## src/rtl/pipe_stage_reg_pkg.sv

```systemverilog
// Shared widths, control-field layout and skid-buffer state encoding for the
// decode/execute pipeline register.
package pipe_stage_reg_pkg;

  localparam int REG_ADDR_W = 5;
  localparam int WORD_W     = 32;
  localparam int DATA_DEF_W = 3 * REG_ADDR_W + 3 * WORD_W;
  localparam int CNT_DEF_W  = 16;

  // Declared MSB first: alu_src lands at bit 0 and reg_write at bit 7.
  typedef struct packed {
    logic       reg_write;
    logic       mem_to_reg;
    logic       mem_write;
    logic       reg_dst;
    logic [2:0] alu_op;
    logic       alu_src;
  } ctrl_t;

  localparam int CTRL_DEF_W = $bits(ctrl_t);

  typedef logic [1:0] state_t;
  localparam state_t ST_EMPTY = 2'd0;
  localparam state_t ST_ONE   = 2'd1;
  localparam state_t ST_FULL  = 2'd2;

endpackage

```

## src/rtl/pipe_stage_reg_if.sv

```systemverilog
// Upstream/downstream handshake bundle of the pipeline register.
// The master side drives the entries; the slave side is the stage itself.
interface pipe_stage_reg_if #(
  parameter int DATA_W = pipe_stage_reg_pkg::DATA_DEF_W,
  parameter int CTRL_W = pipe_stage_reg_pkg::CTRL_DEF_W,
  parameter int CNT_W  = pipe_stage_reg_pkg::CNT_DEF_W
) ();

  logic              in_valid;
  logic              in_ready;
  logic [DATA_W-1:0] in_data;
  logic [CTRL_W-1:0] in_ctrl;
  logic              bubble;
  logic              flush;
  logic              out_valid;
  logic              out_ready;
  logic [DATA_W-1:0] out_data;
  logic [CTRL_W-1:0] out_ctrl;
  logic [CNT_W-1:0]  bubble_cnt;

  modport master (
    output in_valid, in_data, in_ctrl, bubble, flush, out_ready,
    input  in_ready, out_valid, out_data, out_ctrl, bubble_cnt
  );

  modport slave (
    input  in_valid, in_data, in_ctrl, bubble, flush, out_ready,
    output in_ready, out_valid, out_data, out_ctrl, bubble_cnt
  );

endinterface

```

## src/rtl/pipe_slot.sv

```systemverilog
// One entry of the skid buffer: enable-loaded payload+control register that
// clears asynchronously on reset.
module pipe_slot #(
  parameter int W = 8
) (
  input  logic         clk,
  input  logic         reset_n,
  input  logic         i_en,
  input  logic [W-1:0] i_d,
  output logic [W-1:0] o_q
);

  logic [W-1:0] r_q;

  always_ff @(posedge clk or negedge reset_n) begin
    if (!reset_n) begin
      r_q <= '0;
    end else if (i_en) begin
      r_q <= i_d;
    end
  end

  assign o_q = r_q;

endmodule

```

## src/rtl/pipe_stage_reg.sv

```systemverilog
// Two-entry skid-buffered pipeline register with bubble/flush control and a
// saturating count of cycles where downstream was ready but starved.
module pipe_stage_reg
  import pipe_stage_reg_pkg::*;
#(
  parameter int DATA_W = DATA_DEF_W,
  parameter int CTRL_W = CTRL_DEF_W,
  parameter int CNT_W  = CNT_DEF_W
) (
  input  logic            clk,
  input  logic            reset_n,
  pipe_stage_reg_if.slave bus
);

  localparam int SLOT_W = DATA_W + CTRL_W;

  // EMPTY: nothing held | ONE: main holds head | FULL: main head, skid next
  state_t            r_state;
  state_t            w_state_nxt;
  logic [CNT_W-1:0]  r_bubble_cnt;
  logic [SLOT_W-1:0] w_main_q;
  logic [SLOT_W-1:0] w_skid_q;
  logic [SLOT_W-1:0] w_main_d;
  logic [SLOT_W-1:0] w_skid_d;
  logic [SLOT_W-1:0] w_in_slot;
  logic              w_main_en;
  logic              w_skid_en;
  logic              w_in_ready;
  logic              w_out_valid;
  logic              w_accept;
  logic              w_pop;

  assign w_in_ready  = (r_state != ST_FULL) & ~bus.bubble & ~bus.flush;
  assign w_out_valid = (r_state != ST_EMPTY);
  assign w_accept    = bus.in_valid & w_in_ready;
  assign w_pop       = w_out_valid & bus.out_ready & ~bus.flush;
  assign w_in_slot   = {bus.in_data, bus.in_ctrl};

  always_comb begin
    w_state_nxt = r_state;
    if (bus.flush) begin
      w_state_nxt = ST_EMPTY;
    end else begin
      case (r_state)
        ST_EMPTY: if (w_accept) w_state_nxt = ST_ONE;
        ST_ONE: begin
          if (w_accept && !w_pop)      w_state_nxt = ST_FULL;
          else if (!w_accept && w_pop) w_state_nxt = ST_EMPTY;
        end
        ST_FULL:  if (w_pop) w_state_nxt = ST_ONE;
        default:  w_state_nxt = ST_EMPTY;
      endcase
    end
  end

  // Flush loads zero into both slots so no stale control survives.
  assign w_main_en = bus.flush
                   | (w_accept & ((r_state == ST_EMPTY) | w_pop))
                   | ((r_state == ST_FULL) & w_pop);
  assign w_main_d  = bus.flush ? '0
                   : (r_state == ST_FULL) ? w_skid_q : w_in_slot;
  assign w_skid_en = bus.flush | ((r_state == ST_ONE) & w_accept & ~w_pop);
  assign w_skid_d  = bus.flush ? '0 : w_in_slot;

  pipe_slot #(.W(SLOT_W)) u_main (
    .clk     (clk),
    .reset_n (reset_n),
    .i_en    (w_main_en),
    .i_d     (w_main_d),
    .o_q     (w_main_q)
  );

  pipe_slot #(.W(SLOT_W)) u_skid (
    .clk     (clk),
    .reset_n (reset_n),
    .i_en    (w_skid_en),
    .i_d     (w_skid_d),
    .o_q     (w_skid_q)
  );

  always_ff @(posedge clk or negedge reset_n) begin
    if (!reset_n) begin
      r_state <= ST_EMPTY;
    end else begin
      r_state <= w_state_nxt;
    end
  end

  always_ff @(posedge clk or negedge reset_n) begin
    if (!reset_n) begin
      r_bubble_cnt <= '0;
    end else if (!w_out_valid && bus.out_ready && !(&r_bubble_cnt)) begin
      r_bubble_cnt <= r_bubble_cnt + CNT_W'(1);
    end
  end

  assign bus.in_ready   = w_in_ready;
  assign bus.out_valid  = w_out_valid;
  assign bus.out_data   = w_main_q[SLOT_W-1 -: DATA_W];
  assign bus.out_ctrl   = w_out_valid ? w_main_q[CTRL_W-1:0] : '0;
  assign bus.bubble_cnt = r_bubble_cnt;

endmodule
```

## src/flat_wrapper.sv

```systemverilog
// flat-port wrapper written by rule: the top's interface ports become plain ports
module pipe_stage_reg_flat import pipe_stage_reg_pkg::*;
#(
  parameter int DATA_W = DATA_DEF_W,
  parameter int CTRL_W = CTRL_DEF_W,
  parameter int CNT_W  = CNT_DEF_W
)
  (clk, reset_n, bus_in_valid, bus_in_data, bus_in_ctrl, bus_bubble, bus_flush, bus_out_ready, bus_in_ready, bus_out_valid, bus_out_data, bus_out_ctrl, bus_bubble_cnt);
  pipe_stage_reg_if #(.DATA_W(DATA_W), .CTRL_W(CTRL_W), .CNT_W(CNT_W)) bus_i ();
  input  logic clk;
  input  logic reset_n;
  input wire logic [$bits(bus_i.in_valid)-1:0] bus_in_valid;
  input wire logic [$bits(bus_i.in_data)-1:0] bus_in_data;
  input wire logic [$bits(bus_i.in_ctrl)-1:0] bus_in_ctrl;
  input wire logic [$bits(bus_i.bubble)-1:0] bus_bubble;
  input wire logic [$bits(bus_i.flush)-1:0] bus_flush;
  input wire logic [$bits(bus_i.out_ready)-1:0] bus_out_ready;
  output wire logic [$bits(bus_i.in_ready)-1:0] bus_in_ready;
  output wire logic [$bits(bus_i.out_valid)-1:0] bus_out_valid;
  output wire logic [$bits(bus_i.out_data)-1:0] bus_out_data;
  output wire logic [$bits(bus_i.out_ctrl)-1:0] bus_out_ctrl;
  output wire logic [$bits(bus_i.bubble_cnt)-1:0] bus_bubble_cnt;
  assign bus_i.in_valid = bus_in_valid;
  assign bus_i.in_data = bus_in_data;
  assign bus_i.in_ctrl = bus_in_ctrl;
  assign bus_i.bubble = bus_bubble;
  assign bus_i.flush = bus_flush;
  assign bus_i.out_ready = bus_out_ready;
  assign bus_in_ready = bus_i.in_ready;
  assign bus_out_valid = bus_i.out_valid;
  assign bus_out_data = bus_i.out_data;
  assign bus_out_ctrl = bus_i.out_ctrl;
  assign bus_bubble_cnt = bus_i.bubble_cnt;
  pipe_stage_reg #(.DATA_W(DATA_W), .CTRL_W(CTRL_W), .CNT_W(CNT_W)) u_core (.clk(clk), .reset_n(reset_n), .bus(bus_i));
endmodule
```

## config.mk

```make
export PLATFORM = sky130hd
export DESIGN_NAME = pipe_stage_reg_flat
export DESIGN_NICKNAME = d
export VERILOG_FILES = /design/src/rtl/pipe_stage_reg_pkg.sv /design/src/rtl/pipe_stage_reg_if.sv /design/src/rtl/pipe_slot.sv /design/src/rtl/pipe_stage_reg.sv /design/src/flat_wrapper.sv
export SDC_FILE = /design/constraint.sdc
export NUM_CORES = 1
export LEC_CHECK = 0
export ABC_CLOCK_PERIOD_IN_PS = 2000
export CORE_AREA = 2 2 214 132
export DETAILED_ROUTE_END_ITERATION = 16
export DIE_AREA = 0 0 216 134
export HOLD_SLACK_MARGIN = 0.03
export PLACE_DENSITY = 0.78
export SLEW_MARGIN = 20
export SYNTH_ARGS = -nofsm -noshare
export SYNTH_HDL_FRONTEND = slang
export SYNTH_SLANG_ARGS = --single-unit
```

## constraint.sdc

```tcl
create_clock -name clk -period 2 [get_ports clk]
set_input_delay 0.4 -clock clk [delete_from_list [all_inputs] [get_ports clk]]
set_output_delay 0.4 -clock clk [all_outputs]
set_load 0.03 [all_outputs]
```

; ---- Yosys cells after proc, flatten, opt, wreduce, memory -nomap -nowiden
; Cells that the tools add are included.
[totals]
reg_bits = 256
input_bits = 125
out_inout_bits = 137
wordCells = 49
[op_classes]
n_addsub = 1
n_eq_ne = 6
muxes = 10
bitwise_logic = 16
n_reduce_logical = 12
[ops]
columns = cell, n
row1 = 119-bit two-way mux, 3
row2 = "16-bit by 1-bit adder with 16-bit output, second input constant", 1
row3 = 16-bit AND reduction, 1
row4 = 2-bit two-way mux, 5
row5 = 1-bit bitwise AND, 9
row6 = 8-bit two-way mux, 1
row7 = "3-bit by 2-bit inequality test with 1-bit output, second input constant", 2
row8 = 2-bit case mux with 3 select lines, 1
row9 = 1-bit logical AND, 4
row10 = 1-bit logical NOT, 4
row11 = "4-bit by 2-bit inequality test with 1-bit output, second input constant", 1
row12 = 1-bit OR, 4
row13 = 1-bit inverter, 3
row14 = 3-bit AND reduction, 1
row15 = "2-bit by 1-bit equality test with 1-bit output, second input constant", 1
row16 = "2-bit equality test, second input constant", 1
row17 = 2-bit logical NOT, 1
row18 = "2-bit inequality test, second input constant", 1
row19 = 2-bit nonzero test, 1

; ---- Depth between registers and ports, before layout
; Gate-level depths: netlist of the first run.
[depth]
depth_word = 10
mapped_depth = 9
ltp_nobuf = 7

; ---- By module
; A second synthesis of the first run with hierarchy kept.
[unflattened]
cells_unflattened = 1130
hier_area_um2 = 12460.7
[modules_own_cells]
columns = module, n_inst, cells_per_inst, area_per_inst_um2, seq_area_each_um2
row1 = pipe_slot, 2, 251, 4491.8, 2977.9
row2 = pipe_stage_reg, 1, 628, 3477.1, 450.4

; ---- Least setup slack after synthesis of the first run
; OpenSTA, ideal clock, no wires.
[synth_path]
kind = input port to output port
from = input port bus_flush
to = output port bus_in_ready
arrival_ns = 1.818
required_ns = 1.600
slack_ns = -0.218
cell_stages = 5
n_path_buf = 3
cell_sequence = clkbuf_1 > nor2b_1 > clkbuf_1 > clkbuf_1 > nor2b_1
[synth_via]
elab_chain_cells = 2
[synth_rtl]
columns = item, line
row1 = from (decl), flat_wrapper.sv:16  ; input wire logic [$bits(bus_i.flush)-1:0] bus_flush;
row2 = 1-bit inverter, pipe_stage_reg.sv:33  ; assign w_in_ready = (r_state != ST_FULL) & ~bus.bubble & ~bus.flush;
row3 = 1-bit bitwise AND, pipe_stage_reg.sv:33
row4 = to (decl), flat_wrapper.sv:18  ; output wire logic [$bits(bus_i.in_ready)-1:0] bus_in_ready;
; Every way passes these cells.

; ---- Final worst setup path of the first run
[layout_path]
from = register u_core.r_state[1]
to = register u_core.r_state[0]
[layout_via]
elab_chain_cells = 8
elab_cells_between_ends = 21
[layout_rtl]
columns = item, line
row1 = from (decl), pipe_stage_reg.sv:18  ; state_t r_state;
row2 = from (signal assigned), pipe_stage_reg.sv:85  ; r_state <= w_state_nxt;
row3 = 2-bit inequality test or 2-bit nonzero test (tied branches), "pipe_stage_reg.sv:33, pipe_stage_reg.sv:34"
row4 = "1-bit bitwise AND, on equally long branches (2 in a row)", "pipe_stage_reg.sv:33, pipe_stage_reg.sv:36"
row5 = 1-bit bitwise AND or 1-bit logical NOT (tied branches), "pipe_stage_reg.sv:35, pipe_stage_reg.sv:47"
row6 = 1-bit logical AND or 1-bit logical NOT (tied branches), "pipe_stage_reg.sv:47, pipe_stage_reg.sv:48"
row7 = 2-bit two-way mux or 1-bit logical AND (tied branches), "pipe_stage_reg.sv:47, pipe_stage_reg.sv:48"
row8 = 2-bit case mux with 3 select lines or 4-bit by 2-bit inequality test with 1-bit output (tied branches), --
row9 = 2-bit two-way mux or 3-bit AND reduction (tied branches), --
; Several ways; a longest one is shown, not always the timed one.
; A chain may end at the register's enable or synchronous reset.

==> results.cfg, run 1 <==
[layout]
fin_nets = 1443
fillers = 2058
final-seq-area_mm2 = 0.00641
final_cell_area_mm2 = 0.0169
multi_input_area_mm2 = 0.00508
utilization = 0.625
drive_gt1_frac = 0.214
syn_to_final_growth_pct = 38.3

[clock_network]
cts.sinks = 256
cts.htree.levels = 1
clk_pin_slew_ns = 0.07
clk_latency_ns = 0.54
tritoncts = built
clock-root-buffer = clkbuf_16
clk_path_buf_depth = 3
cts_buffers = 26

[worst_setup_path]
critPathMaxStageDelay_ns = 0.44
critical_path.max_fanout = 4
r2r_cells = 14
critPathLaunch = u_core.r_state[1]$_DFFE_PN0P_
critPathCaptureType = flip-flop
slowest_stage = dfrtp_2
cp-start-kind = flip-flop
regToRegSetupSlack_ns = -0.12
crit_end = u_core.r_state[0]$_DFFE_PN0P_
crit_top_cell = buf_4
timing.rr.end = u_core.r_state[0]$_DFFE_PN0P_
cp.arrival_ns = 2.55
cp_cell_sequence = buf_6 -> nand2_1 -> a21oi_4 -> buf_4 -> buf_4 -> buf_4 -> buf_4 -> buf_4 -> buf_4 -> buf_4 -> buf_4 -> buf_4 -> a21oi_1 -> nor2_1
cp_data_required_time_ns = 2.43
crit-reg2reg-launch = u_core.r_state[1]$_DFFE_PN0P_
path_class = flip-flop to flip-flop

[global_routing]
grt_max_degree = 85
antenna_found_initial = 2
track_usage = 0.221
first_global_vias = 9202
grt_pass1_wl_mm = 51.3
grt_overflow = 0

[floorplan]
die_x_um = 216
dieHeight_um = 134
die-area_mm2 = 0.0289
core-area_mm2 = 0.0271
std_cell_rows = 47
start_util = 0.452
io_pins = 262

[synthesis]
yosysWarningCount = 0
synth-main-ff-cell = dfrtp_1
synth_area_per_cell_um2 = 10.9
ys_ff_latch = 256
yosys.area.top_type_share = 0.524
yosys-top-cells-area = dfrtp_1, mux2_2, a22o_1, nand2_1, buf_4
synth.distinct_cells = 32
synth_async_sr_flop_share = 1.00
yosysMostFrequentCell = dfrtp_1
synth_edf_count = 0
seq_area_frac_synth = 0.524
netlist_area_mm2 = 0.0122
synth_common_cells = dfrtp_1, nand2_1, mux2_2
synth_top_area_cell = dfrtp_1
syn_nets = 1253
synthCells = 1126

[timing]
min_period_ns = 2.12
min_period_over_period = 1.06
slew_headroom = 0.374
fmax_mhz = 471
fin_skew_ns = 0.0178
rsz0062_at_grt = true
setup_violations = 40
hold_viol = 0
finalWorstSetupSlack_ns = -0.122
slew_viol_final = 0
worst_slew_pin_slew_ns = 0.939

[place]
place_hpwl_mm = 20.1
io_buffers = 261
postPlaceCellArea_mm2 = 0.0147
gp_congestion = 0.810

[run_status]
status = finished, violations left
violations = negative setup slack

[power_and_ir_drop]
power.switching_mw = 3.73
p_int_mw = 9.99
swShare = 0.272
p_per_area_mw_per_mm2 = 812
p_comb_frac = 0.207
seq_power_share = 0.419
max-vdd-ir-drop_mv = 0.523
power_mw = 13.7
p_clk_frac = 0.374
leakage_nw = 8.70

[detailed_routing]
wl_mm = 35.7
routedWlPerCell_um = 21.0
vias = 9278
via_per_inst = 5.45
drtAntennaViolNets = 0
drcViolationCount = 0
drt_iter0_drc = 839
drtPass1Iterations = 5

[min_path]
hold_class = input port to flip-flop
hp-start = bus_flush

[job]
maxCapViolations = 0
[flip-flops by register name (all words and copies together), names as in the netlist]
register,cells
u_core.bus.bubble_cnt,16
u_core.u_skid.o_q,119
u_core.u_main.o_q,119
u_core.r_state,2
[critical path, delay by kind of cell (launching register included)]
kind | cells | cell delay [ns]
AOI/OAI and AO/OA | 2 | 0.18
DFF | 1 | 0.44
buffers and inverters | 10 | 1.24
and+or+nand+nor | 2 | 0.16
[layer usage]
metal | wire length (µm) | global-route usage | vias to the layer above
li1 | - | - | 4169
met1 | 15900 | 0.312 | 4760
met2 | 16500 | 0.348 | 305
met3 | 2560 | 0.0562 | 44
met4 | 670 | 0.0449 | 0
met5 | 0 | 0 | -
[worst min-delay path by stage]
stage | cells past startpoint | to | slack [ns]
floorplan | 0 | u_core.bus.bubble_cnt[0]$_DFFE_PN0P_ | 0.10
finish | 3 | u_core.r_state[0]$_DFFE_PN0P_ | 0.32
CTS | 3 | u_core.r_state[0]$_DFFE_PN0P_ | 0.28
global placement | 1 | u_core.u_main.o_q[100]$_DFFE_PN0P_ | 0.36
global route | 3 | u_core.r_state[0]$_DFFE_PN0P_ | 0.31
detailed placement | 1 | u_core.u_main.o_q[100]$_DFFE_PN0P_ | 0.36
[through the flow]
| step | worst slack, ns | std cells | hold slack, ns | setup TNS [ns] |
|---|---|---|---|---|
| after floorplan | 0.0532 | 1126 | 0.104 | 0 |
| after global placement | -0.539 | 1610 | 0.361 | -76.59 |
| after detailed placement | -0.548 | 1610 | 0.364 | -82.06 |
| after CTS | -0.111 | 1678 | 0.280 | -0.629 |
| after global routing | -0.170 | 1700 | 0.306 | -4.01 |
| final | -0.122 | 1701 | 0.325 | -1.40 |
[area by class of cell]
| type | instances | share of cell area |
|---|---|---|
| diodes | 2 | 0.000296 |
| clock buffers | 38 | 0.0466 |
| clock inverters | 6 | 0.00644 |
| inverters | 2 | 0.000444 |
| multi-input cells | 678 | 0.301 |
| flip-flops and latches | 256 | 0.379 |
| well taps | 367 | 0.0272 |
| repair buffers | 352 | 0.239 |
[cells by family after synthesis]
kind of cell,share of synthesized area
adder cells (fa/ha/maj),0.00205
buffers and inverters,0.100
AO/OA/AOI/OAI,0.115
flip-flops,0.524
AND/OR/NAND/NOR,0.138
multiplexers,0.111
XOR/XNOR,0.00932
[what timing repair did]
action,CTS,global route
gates resized for setup,103,185
setup buffers,19,8
pin swaps,7,2
gates cloned,4,16
hold endpoints to repair,44,0
hold buffers,1,0
endpoints found under the setup margin,191,168
[cells in the final DEF (no fill, tap or decap), drive strengths merged, types with 3 or more instances in the layout]
| master | netlist | routed |
|---|---|---|
| a21oi | 63 | 63 |
| nand3 | 6 | 6 |
| clkinv | 0 | 3 |
| and4 | 3 | 3 |
| mux2 | 121 | 121 |
| clkbuf | 66 | 50 |
| nor2 | 7 | 8 |
| dlymetal6s2s | 0 | 51 |
| clkdlybuf4s50 | 0 | 141 |
| bufinv | 0 | 3 |
| nor3 | 4 | 4 |
| buf | 125 | 90 |
| xor2 | 5 | 5 |
| dfrtp | 256 | 256 |
| nand4 | 4 | 4 |
| nand3b | 60 | 60 |
| a22o | 119 | 119 |
| nor2b | 14 | 14 |
| xnor2 | 8 | 8 |
| dlygate4sd2 | 0 | 57 |
| nand2 | 246 | 246 |
| and3 | 4 | 4 |
[power groups by stage]
stage / clock network (mW) / registers [mW] / logic (mW)
2_1_floorplan: 0 / 5.90 / 1.50
3_3_place_gp: 0 / 5.83 / 2.48
3_5_place_dp: 0 / 5.84 / 2.52
4_1_cts: 5.24 / 5.74 / 2.52
5_1_grt: 5.44 / 5.80 / 2.99
6_report: 5.14 / 5.75 / 2.84
Note: power is estimated with default switching activity, not from simulation.
==> run 2: changes to the inputs <==
--- a/config.mk
+++ b/config.mk
@@ -5,12 +5,11 @@
 export SDC_FILE = /design/constraint.sdc
 export NUM_CORES = 1
 export LEC_CHECK = 0
-export ABC_CLOCK_PERIOD_IN_PS = 2000
-export CORE_AREA = 2 2 214 132
+export ABC_CLOCK_PERIOD_IN_PS = 1980
+export CORE_AREA = 2 2 205 127
 export DETAILED_ROUTE_END_ITERATION = 16
-export DIE_AREA = 0 0 216 134
-export HOLD_SLACK_MARGIN = 0.03
-export PLACE_DENSITY = 0.78
+export DIE_AREA = 0 0 207 129
+export PLACE_DENSITY = 0.81
 export SLEW_MARGIN = 20
 export SYNTH_ARGS = -nofsm -noshare
 export SYNTH_HDL_FRONTEND = slang
==> constraint.sdc (replaced) <==
create_clock -name clk -period 1.98 [get_ports clk]
set_input_delay 0.396 -clock clk [delete_from_list [all_inputs] [get_ports clk]]
set_output_delay 0.396 -clock clk [all_outputs]
set_load 0.03 [all_outputs]
==> run 2 against run 1 <==
Compared with the run above: the run still ends with negative setup slack left; wire length fell by 10%; first-iteration DRC count down 32%; die area down 7.7%; sequential cell count unchanged; non-clock buffer count shrank 29; combinational power down 11%; sequential share of layout area rose by 2.4 points.
==> results.cfg, run 2 (same netlist as run 1, synthesis figures left out) <==
[power_and_ir_drop]
leakage_nw = 8.02
p_comb_frac = 0.195
seq_power_share = 0.444
p_clk_frac = 0.362
power_mw = 13.1
swShare = 0.273
max-vdd-ir-drop_mv = 0.511
power.switching_mw = 3.57
p_per_area_mw_per_mm2 = 823
p_int_mw = 9.49

[detailed_routing]
drtPass1Iterations = 5
vias = 9014
wl_mm = 32.1
routedWlPerCell_um = 19.7
drtAntennaViolNets = 0
drcViolationCount = 0
drt_iter0_drc = 574
via_per_inst = 5.53

[min_path]
hp-start = bus_flush
hold_end = u_core.r_state[0]$_DFFE_PN0P_
hold_class = input port to flip-flop
min_delay_path_depth = 2

[global_routing]
antenna_found_initial = 0
grt_max_degree = 86
grt_overflow = 0
track_usage = 0.224
grt_pass1_wl_mm = 48.5
first_global_vias = 8820

[worst_setup_path]
timing.rr.end = u_core.u_main.o_q[70]$_DFFE_PN0P_
cp_data_required_time_ns = 2.38
cp-start-kind = flip-flop
cp.arrival_ns = 2.48
critical-path-top-delay-family = buffers and inverters
critical_path_buf_inv_count = 6
regToRegSetupSlack_ns = -0.10
slowest_stage = dfrtp_1
cp_cell_sequence = buf_6 -> buf_6 -> buf_4 -> nand2_4 -> a21oi_4 -> a211o_4 -> buf_4 -> buf_12 -> buf_16 -> mux2_2
crit-reg2reg-launch = u_core.r_state[1]$_DFFE_PN0P_
path_class = flip-flop to flip-flop
critical_path.max_fanout = 9
r2r_cells = 10
critPathCaptureType = flip-flop
critPathMaxStageDelay_ns = 0.40

[layout]
final_cell_mix = dfrtp_1, nand2_1, clkdlybuf4s50_1
instances_no_fill = 1631
fin_nets = 1411
utilization = 0.641
n_antenna_cell = 0
layout_commonest_cell = dfrtp_1
drive_gt1_frac = 0.191
syn_to_final_growth_pct = 29.9

[timing]
finalWorstSetupSlack_ns = -0.103
rsz0062_at_grt = true
hold_slack_ns = 0.214
fmax_mhz = 480
min_period_over_period = 1.05
worst_slew_pin_slew_ns = 0.454
slew_viol_final = 0
min_period_ns = 2.08
slew_headroom = 0.697
hold_viol = 0
fin_skew_ns = 0.0113
setup_violations = 35

[floorplan]
dieHeight_um = 129
std_cell_rows = 45
die-area_mm2 = 0.0267
die_x_um = 207
io_pins = 262
start_util = 0.493
core-area_mm2 = 0.0248

[clock_network]
cts.sinks = 256
cts_buffers = 24
cts.htree.levels = 1
tritoncts = built
clk_path_buf_depth = 3
clk_pin_slew_ns = 0.07
clk_latency_ns = 0.52
clock-root-buffer = clkbuf_16

[place]
place_hpwl_mm = 19.6
place_inst = 1566
dp_slack_ns = -0.554
io_buffers = 261
gp_congestion = 0.840

[run_status]
violations = negative setup slack
status = finished, violations left

[job]
maxCapViolations = 0
## run 2: through the flow
stage / TNS, ns / instance area [µm²]
floorplan: 0 / 12200
detailed placement: -78.09 / 14600
finish: -1.40 / 15900
global route: -4.27 / 15900
CTS: -0.314 / 15500
global placement: -72.94 / 14600
## run 2: routing by layer
metal,track usage,part of all wire,vias to the layer above
li1,-,-,4092
met1,0.313,0.45,4581
met2,0.362,0.47,295
met3,0.0505,0.071,46
met4,0.0487,0.017,0
met5,0,0,-
## run 2: worst reg2reg max path, delay by kind of cell, from the launching register on
family | cells | cell delay [ns]
buf+inv | 6 | 0.80
compound gates | 2 | 0.43
flops | 1 | 0.40
mux | 1 | 0.29
simple gates | 1 | 0.05
## run 2: power groups by stage
stage / Clock (mW) / Sequential [mW] / Combinational (mW)
6_report: 4.72 / 5.80 / 2.54
5_1_grt: 5.02 / 5.84 / 2.69
4_1_cts: 4.80 / 5.80 / 2.47
3_5_place_dp: 0 / 5.90 / 2.53
3_3_place_gp: 0 / 5.88 / 2.49
2_1_floorplan: 0 / 5.96 / 1.51
## run 2: what timing repair did
item | 4_1_cts | 5_1_grt
buffers inserted | 2 | 10
pin swaps | 6 | 2
endpoints found under the setup margin | 180 | 145
endpoints found under the hold margin | 37 | 0
gates cloned | 1 | 7
resized for setup | 104 | 63
hold buffers | 1 | 0
## run 2: worst max path at each step
stage | from | end | cells past startpoint
after floorplan | u_core.r_state[0]$_DFFE_PN0P_ | u_core.bus.bubble_cnt[15]$_DFFE_PN0P_ | 4
after global placement | bus_in_valid | u_core.u_main.o_q[46]$_DFFE_PN0P_ | 6
after detailed placement | bus_in_valid | u_core.u_main.o_q[64]$_DFFE_PN0P_ | 6
after CTS | u_core.r_state[1]$_DFFE_PN0P_ | bus_in_ready | 6
after global routing | u_core.r_state[1]$_DFFE_PN0P_ | bus_in_ready | 6
final | u_core.r_state[1]$_DFFE_PN0P_ | u_core.u_main.o_q[70]$_DFFE_PN0P_ | 10
## run 2: area by class of cell
cell class	instances	area, µm²
Fill cell	1905	8900
Clock inverter	4	47.5
Tap cell	329	412
Clock buffer	40	762
Multi-Input combinational cell	677	4710
Timing Repair Buffer	323	3530
Sequential cell	256	6410
Inverter	2	7.51
